<file path="src/rtl/debounce_pkg.sv">
// -----------------------------------------------------------------------------
// debounce_pkg
//   Shared types and defaults for the button debouncer slice.
//   - state_e        : debouncer FSM encoding (2 bits)
//   - DEFAULT_CNT_WIDTH : default stability-counter width
//   - is_wait()      : true for the two qualification states
// -----------------------------------------------------------------------------
package debounce_pkg;

    typedef enum logic [1:0] {
        ST_STABLE_LO = 2'd0,
        ST_WAIT_HI   = 2'd1,
        ST_STABLE_HI = 2'd2,
        ST_WAIT_LO   = 2'd3
    } state_e;

    localparam int DEFAULT_CNT_WIDTH = 8;

    // A candidate transition is being qualified only in the WAIT states.
    function automatic logic is_wait(input state_e st);
        return (st == ST_WAIT_HI) || (st == ST_WAIT_LO);
    endfunction

endpackage

</file>
<file path="src/rtl/button_debouncer_if.sv">
// -----------------------------------------------------------------------------
// button_debouncer_if
//   Groups the debouncer's data signals. Clock and reset stay plain ports.
//   btn_in    : raw asynchronous button input (driven by master)
//   btn_level : debounced level
//   btn_rise  : one-cycle pulse on 0->1 of btn_level
//   btn_fall  : one-cycle pulse on 1->0 of btn_level
//   busy      : a candidate transition is being qualified
//   modport master : button/bench side; modport slave : debouncer side
// -----------------------------------------------------------------------------
interface button_debouncer_if;
    logic btn_in;
    logic btn_level;
    logic btn_rise;
    logic btn_fall;
    logic busy;

    modport master (output btn_in, input btn_level, btn_rise, btn_fall, busy);
    modport slave  (input btn_in, output btn_level, btn_rise, btn_fall, busy);
endinterface

</file>
<file path="src/rtl/sync_chain.sv">
// -----------------------------------------------------------------------------
// sync_chain
//   Plain STAGES-deep flop chain bringing an asynchronous bit into clk domain.
//   clk   : clock
//   rst_n : synchronous active-low reset, loads RESET_VAL into every stage
//   d     : asynchronous input
//   q     : synchronized output (last stage)
// -----------------------------------------------------------------------------
module sync_chain #(
    parameter int   STAGES    = 2,
    parameter logic RESET_VAL = 1'b0
) (
    input  logic clk,
    input  logic rst_n,
    input  logic d,
    output logic q
);

    logic [STAGES-1:0] chain_r;

    // Shift the raw input through the synchronizer stages.
    always_ff @(posedge clk) begin
        if (!rst_n) begin
            chain_r <= {STAGES{RESET_VAL}};
        end else begin
            chain_r <= {chain_r[STAGES-2:0], d};
        end
    end

    assign q = chain_r[STAGES-1];

endmodule

</file>
<file path="src/rtl/button_debouncer.sv">
// -----------------------------------------------------------------------------
// button_debouncer
//   Turns a bouncy asynchronous button into a clean synchronous level plus
//   single-cycle rise/fall pulses. A new level is accepted only after the
//   synchronized input has held it for STABLE_CYCLES consecutive cycles.
//   clk   : clock, all state on posedge
//   rst_n : synchronous active-low reset
//   bus   : button_debouncer_if.slave (btn_in in; btn_level, btn_rise,
//           btn_fall, busy out, all registered)
// -----------------------------------------------------------------------------
module button_debouncer
    import debounce_pkg::*;
#(
    parameter int   SYNC_STAGES   = 2,
    parameter int   STABLE_CYCLES = 4,
    parameter int   CNT_WIDTH     = DEFAULT_CNT_WIDTH,
    parameter logic RESET_LEVEL   = 1'b0
) (
    input  logic                clk,
    input  logic                rst_n,
    button_debouncer_if.slave   bus
);

    localparam logic [CNT_WIDTH-1:0] CNT_ZERO = {CNT_WIDTH{1'b0}};
    localparam logic [CNT_WIDTH-1:0] CNT_ONE  = {{(CNT_WIDTH-1){1'b0}}, 1'b1};
    localparam logic [CNT_WIDTH-1:0] CNT_LAST = CNT_WIDTH'(STABLE_CYCLES - 1);
    localparam state_e RESET_STATE = RESET_LEVEL ? ST_STABLE_HI : ST_STABLE_LO;
    // With a single required cycle the WAIT states are skipped entirely.
    localparam logic SINGLE_CYCLE = (STABLE_CYCLES == 32'sd1);

    logic                 sync_s;
    state_e               state_r, state_s;
    logic [CNT_WIDTH-1:0] cnt_r, cnt_s;
    logic                 level_r, level_s;
    logic                 rise_r, rise_s;
    logic                 fall_r, fall_s;
    logic                 busy_r;

    sync_chain #(
        .STAGES    (SYNC_STAGES),
        .RESET_VAL (RESET_LEVEL)
    ) u_sync (
        .clk   (clk),
        .rst_n (rst_n),
        .d     (bus.btn_in),
        .q     (sync_s)
    );

    // Next-state, counter and output-pulse decode.
    always_comb begin
        state_s = state_r;
        cnt_s   = cnt_r;
        level_s = level_r;
        rise_s  = 1'b0;
        fall_s  = 1'b0;
        case (state_r)
            ST_STABLE_LO: begin
                cnt_s = CNT_ZERO;
                if (sync_s) begin
                    if (SINGLE_CYCLE) begin
                        state_s = ST_STABLE_HI;
                        level_s = 1'b1;
                        rise_s  = 1'b1;
                    end else begin
                        state_s = ST_WAIT_HI;
                        cnt_s   = CNT_ONE;
                    end
                end else begin
                    state_s = ST_STABLE_LO;
                end
            end
            ST_WAIT_HI: begin
                if (!sync_s) begin
                    state_s = ST_STABLE_LO;
                    cnt_s   = CNT_ZERO;
                end else if (cnt_r == CNT_LAST) begin
                    state_s = ST_STABLE_HI;
                    cnt_s   = CNT_ZERO;
                    level_s = 1'b1;
                    rise_s  = 1'b1;
                end else begin
                    cnt_s = cnt_r + CNT_ONE;
                end
            end
            ST_STABLE_HI: begin
                cnt_s = CNT_ZERO;
                if (!sync_s) begin
                    if (SINGLE_CYCLE) begin
                        state_s = ST_STABLE_LO;
                        level_s = 1'b0;
                        fall_s  = 1'b1;
                    end else begin
                        state_s = ST_WAIT_LO;
                        cnt_s   = CNT_ONE;
                    end
                end else begin
                    state_s = ST_STABLE_HI;
                end
            end
            ST_WAIT_LO: begin
                if (sync_s) begin
                    state_s = ST_STABLE_HI;
                    cnt_s   = CNT_ZERO;
                end else if (cnt_r == CNT_LAST) begin
                    state_s = ST_STABLE_LO;
                    cnt_s   = CNT_ZERO;
                    level_s = 1'b0;
                    fall_s  = 1'b1;
                end else begin
                    cnt_s = cnt_r + CNT_ONE;
                end
            end
            default: begin
                state_s = RESET_STATE;
                cnt_s   = CNT_ZERO;
                level_s = RESET_LEVEL;
            end
        endcase
    end

    // State, counter and registered outputs; reset aborts any qualification.
    always_ff @(posedge clk) begin
        if (!rst_n) begin
            state_r <= RESET_STATE;
            cnt_r   <= CNT_ZERO;
            level_r <= RESET_LEVEL;
            rise_r  <= 1'b0;
            fall_r  <= 1'b0;
            busy_r  <= 1'b0;
        end else begin
            state_r <= state_s;
            cnt_r   <= cnt_s;
            level_r <= level_s;
            rise_r  <= rise_s;
            fall_r  <= fall_s;
            busy_r  <= is_wait(state_s);
        end
    end

    assign bus.btn_level = level_r;
    assign bus.btn_rise  = rise_r;
    assign bus.btn_fall  = fall_r;
    assign bus.busy      = busy_r;

endmodule
</file>
<file path="src/flat_wrapper.sv">
// flat-port wrapper written by rule: the top's interface ports become plain ports
module button_debouncer_flat import debounce_pkg::*;
#(
    parameter int   SYNC_STAGES   = 2,
    parameter int   STABLE_CYCLES = 4,
    parameter int   CNT_WIDTH     = DEFAULT_CNT_WIDTH,
    parameter logic RESET_LEVEL   = 1'b0
)
  (clk, rst_n, bus_btn_in, bus_btn_level, bus_btn_rise, bus_btn_fall, bus_busy);
  button_debouncer_if bus_i ();
  input  logic clk;
  input  logic rst_n;
  input wire logic [$bits(bus_i.btn_in)-1:0] bus_btn_in;
  output wire logic [$bits(bus_i.btn_level)-1:0] bus_btn_level;
  output wire logic [$bits(bus_i.btn_rise)-1:0] bus_btn_rise;
  output wire logic [$bits(bus_i.btn_fall)-1:0] bus_btn_fall;
  output wire logic [$bits(bus_i.busy)-1:0] bus_busy;
  assign bus_i.btn_in = bus_btn_in;
  assign bus_btn_level = bus_i.btn_level;
  assign bus_btn_rise = bus_i.btn_rise;
  assign bus_btn_fall = bus_i.btn_fall;
  assign bus_busy = bus_i.busy;
  button_debouncer #(.SYNC_STAGES(SYNC_STAGES), .STABLE_CYCLES(STABLE_CYCLES), .CNT_WIDTH(CNT_WIDTH), .RESET_LEVEL(RESET_LEVEL)) u_core (.clk(clk), .rst_n(rst_n), .bus(bus_i));
endmodule
</file>
<file path="config.mk">
export PLATFORM = sky130hd
export DESIGN_NAME = button_debouncer_flat
export DESIGN_NICKNAME = d
export VERILOG_FILES = /design/src/rtl/debounce_pkg.sv /design/src/rtl/button_debouncer_if.sv /design/src/rtl/sync_chain.sv /design/src/rtl/button_debouncer.sv /design/src/flat_wrapper.sv
export SDC_FILE = /design/constraint.sdc
export NUM_CORES = 1
export LEC_CHECK = 0
export BUFFER_PORTS_ARGS = -buffer_cell sky130_fd_sc_hd__buf_2
export CORE_MARGIN = 2
export CORE_UTILIZATION = 40
export CTS_BUF_LIST = sky130_fd_sc_hd__clkbuf_16
export CTS_CLUSTER_DIAMETER = 50
export DETAILED_ROUTE_END_ITERATION = 10
export GPL_TIMING_DRIVEN = 1
export PLACE_DENSITY = 0.57
export SLEW_MARGIN = 10
export SYNTH_ARGS = -nofsm -noshare
export SYNTH_HDL_FRONTEND = slang
export SYNTH_SLANG_ARGS = --single-unit
export TNS_END_PERCENT = 100
</file>
<file path="constraint.sdc">
create_clock -name clk -period 1.7 [get_ports clk]
set_input_delay 0.085 -clock clk [delete_from_list [all_inputs] [get_ports clk]]
set_output_delay 0.085 -clock clk [all_outputs]
set_load 0.01 [all_outputs]
</file>
==> run summary <==
outcome = finished, final reports clean
RSZ-0062 raised after global routing = no
PwrDens = 1070 nW/um^2
Die Wd = 43.7 um
Synth Instances = 66
post-synth top area cell = dfxtp_1
Final #Nets = 83
Rows = 14
sequential area share after synthesis = 50.9%
1st-iter DRT viols = 8
Setup Viol. Count Final = 0
Placeable Area = 1490 sq um
count of pins over their slew limit = 0
Die Area = 1910 sq um
max_cap viols = 0
slew margin rel. = 74.5%
post-DP HPWL = 752 um
die height = 43.7 um
Post-Syn Nets = 70
leakage = 0.277 nW
antenna violations before repair = 0
share of cells above drive strength 1 = 19.5%
Synth top area share = 50.9%
Worst-path clk slew = 0.05 ns
antenna viol nets, final = 0
detailed-route DRC error count = 0
Initial DRT Pass Iterations = 5
clock tree from TritonCTS = yes
fmax = 640 MHz
# clock sinks = 16
Crit Path Category = reg -> reg
type of the worst min-delay path = in -> reg
Final Cycle Share = 91.8%
vias = 503
yosys synthesis warning count = 0
worst skew pair latency = 0.24 ns
syn_area_per_cell = 9.54 sq um
Post-CTS Setup Inserts = 0
GP Congestion = 0.735
Max VDD drop = 0.431 mV
Synth Cell Area = 629 sq um
slew at the pin closest to its max-slew limit = 0.378 ns
vias in the first global route = 435
Initial Util = 42.3%
Hold Fails Final Rpt = 0
crit start category = flip-flop
dpl ws = 0.103 ns
Yosys reg bits = 16
Final Non-Filler Cells = 93
first-pass GRT wire length = 1820 um
R2R depth = 4
CP Launch Point = u_core.cnt_r[1]$_SDFF_PN0_
Worst Slack Setup Final = 0.139 ns
critical path data arrival time = 1.73 ns
critical path required time = 1.87 ns
total power = 0.834 mW
Area Overhead vs Synth = 23.9%
Clock Tree Root = clkbuf_16
Critical Path Sink Type = flip-flop
Max FO, Critical Path = 5
clk buf depth = 2
largest net degree at the start of global routing = 9
input/output buffers = 6
setup slack, reg-to-reg = 0.14 ns
ranking of synthesized cells by area = dfxtp_1 51%, a211oi_1 3.6%, nand2_1 3.6%
count of cell types in the netlist = 26
Setup Skew = 0.00353 ns
RR Startpoint = u_core.cnt_r[1]$_SDFF_PN0_
WL final = 1080 um
Num CTS Buffers = 3
# diodes = 0
Worst R2R End = u_core.bus.btn_level$_SDFFE_PN0P_
H-tree lvl count = 1
Final min period = 1.56 ns
DR vias/cell = 5.41
DP Cell Count = 90
DR WL/cell = 11.6 um
end point of the critical path = u_core.bus.btn_level$_SDFFE_PN0P_
global-route usage over all layers = 13.6%
Final Util = 52.4%
GR Overflow Total = 0
Final TNS setup = 0 ns
io pins = 7
## registers in the layout, summed over array words and instances, names as in the netlist
register               count
u_core.u_sync.chain_r      2
u_core.bus.btn_level       1
u_core.cnt_r               8
u_core.bus.btn_rise        1
u_core.state_r             2
u_core.bus.btn_fall        1
u_core.bus.busy            1
## report_power, final
part	internal, mW	switching, mW	total [mW]	leakage [nW]
Combinational	0.00691	0.00769	0.0146	0.110
Sequential	0.380	0.00229	0.383	0.130
Clock	0.307	0.129	0.437	0.0370
## cell families (layout without fill, tap and decap cells)
| logic type | Yosys count | after routing | synth area share [%] |
|---|---|---|---|
| adder cells (fa/ha/maj) | 1 | 1 | 1.99 |
| AND/OR/NAND/NOR | 30 | 30 | 28.0 |
| buffers and inverters | 2 | 13 | 1.19 |
| XOR/XNOR | 3 | 3 | 4.18 |
| AO/OA/AOI/OAI | 14 | 14 | 13.7 |
| flip-flops | 16 | 16 | 50.9 |
## repair_timing
| item | in CTS | in global routing |
|---|---|---|
| endpoints found under the setup margin | 0 | 1 |
| hold endpoints to repair | 0 | 0 |
| hold buffers | 0 | 0 |
| gates resized for setup | 0 | 1 |
## layer usage
layer	up-vias	global-route usage (%)	part of all wire, %
met1	226	16.3	50
met4	0	9.09	0.83
met2	11	19.1	44
li1	264	-	-
met3	2	6.25	5.1
met5	-	0	0
## area by class of cell
type,count,area [sq um]
Clock buffer,3,75.1
Fill cell,129,709
Inverter,1,3.75
Multi-Input combinational cell,48,308
Sequential cell,16,320
Tap cell,16,20.0
Timing Repair Buffer,9,52.6
## synth_stat cells, drive strengths merged
cell and number:
nor4b 2, or3 2, clkbuf 1, a21oi 3
o22ai 1, nor2 3, or4b 2, a211oi 3
xor2 2, inv 1, xnor2 1, o21ai 4
ha 1, nor3 4, or2 1, o31ai 1
o211ai 1, or4 1, nand3 3, and2 3
nor2b 2, dfxtp 16, nand4 1, a21boi 1
nand2 6
## through the flow
| stage | instance area, sq um | hold WS, ns |
|---|---|---|
| floorplan | 629 | 0.199 |
| global placement | 698 | 0.290 |
| detailed placement | 698 | 0.296 |
| CTS | 773 | 0.0443 |
| global route | 779 | 0.0678 |
| finish | 779 | 0.0479 |
## layout by cell type, fill, tap and decap left out
master | netlist | layout
o211ai_1 | 1 | 1
xnor2_1 | 1 | 1
or3_1 | 2 | 2
a21boi_0 | 1 | 1
nand4_1 | 1 | 1
nand2_1 | 6 | 6
buf_2 | 0 | 6
dfxtp_1 | 16 | 16
o31ai_1 | 1 | 1
buf_4 | 0 | 3
and2_1 | 3 | 3
o22ai_1 | 1 | 1
nor3_1 | 4 | 4
nor2_1 | 3 | 3
nand3_1 | 3 | 3
nor4b_2 | 0 | 1
or4_1 | 1 | 1
a211oi_1 | 3 | 3
a21oi_1 | 3 | 3
nor2b_1 | 2 | 2
o21ai_0 | 4 | 4
or2_4 | 1 | 1
inv_1 | 1 | 1
xor2_1 | 2 | 2
or4b_4 | 1 | 1
ha_1 | 1 | 1
clkbuf_16 | 0 | 3
nor4b_1 | 2 | 1
or4b_1 | 1 | 1
## critical path: stages, from the launching register on
cell and delay, ns:
dfxtp_1 0.34, ha_1 0.23, or4b_4 0.50, or2_4 0.27, o22ai_1 0.15
## worst min path at each step
stage                                          endpoint       start  depth (start not counted)  slack, ns
CTS                 u_core.u_sync.chain_r[0]$_SDFF_PN0_  bus_btn_in                          2       0.04
detailed placement  u_core.u_sync.chain_r[0]$_SDFF_PN0_  bus_btn_in                          2       0.30
floorplan                u_core.bus.btn_fall$_SDFF_PP0_       rst_n                          2       0.20
global placement    u_core.u_sync.chain_r[0]$_SDFF_PN0_  bus_btn_in                          2       0.29
finish              u_core.u_sync.chain_r[0]$_SDFF_PN0_  bus_btn_in                          2       0.05
global route        u_core.u_sync.chain_r[0]$_SDFF_PN0_  bus_btn_in                          2       0.07
(Power assumes the default switching activity.)
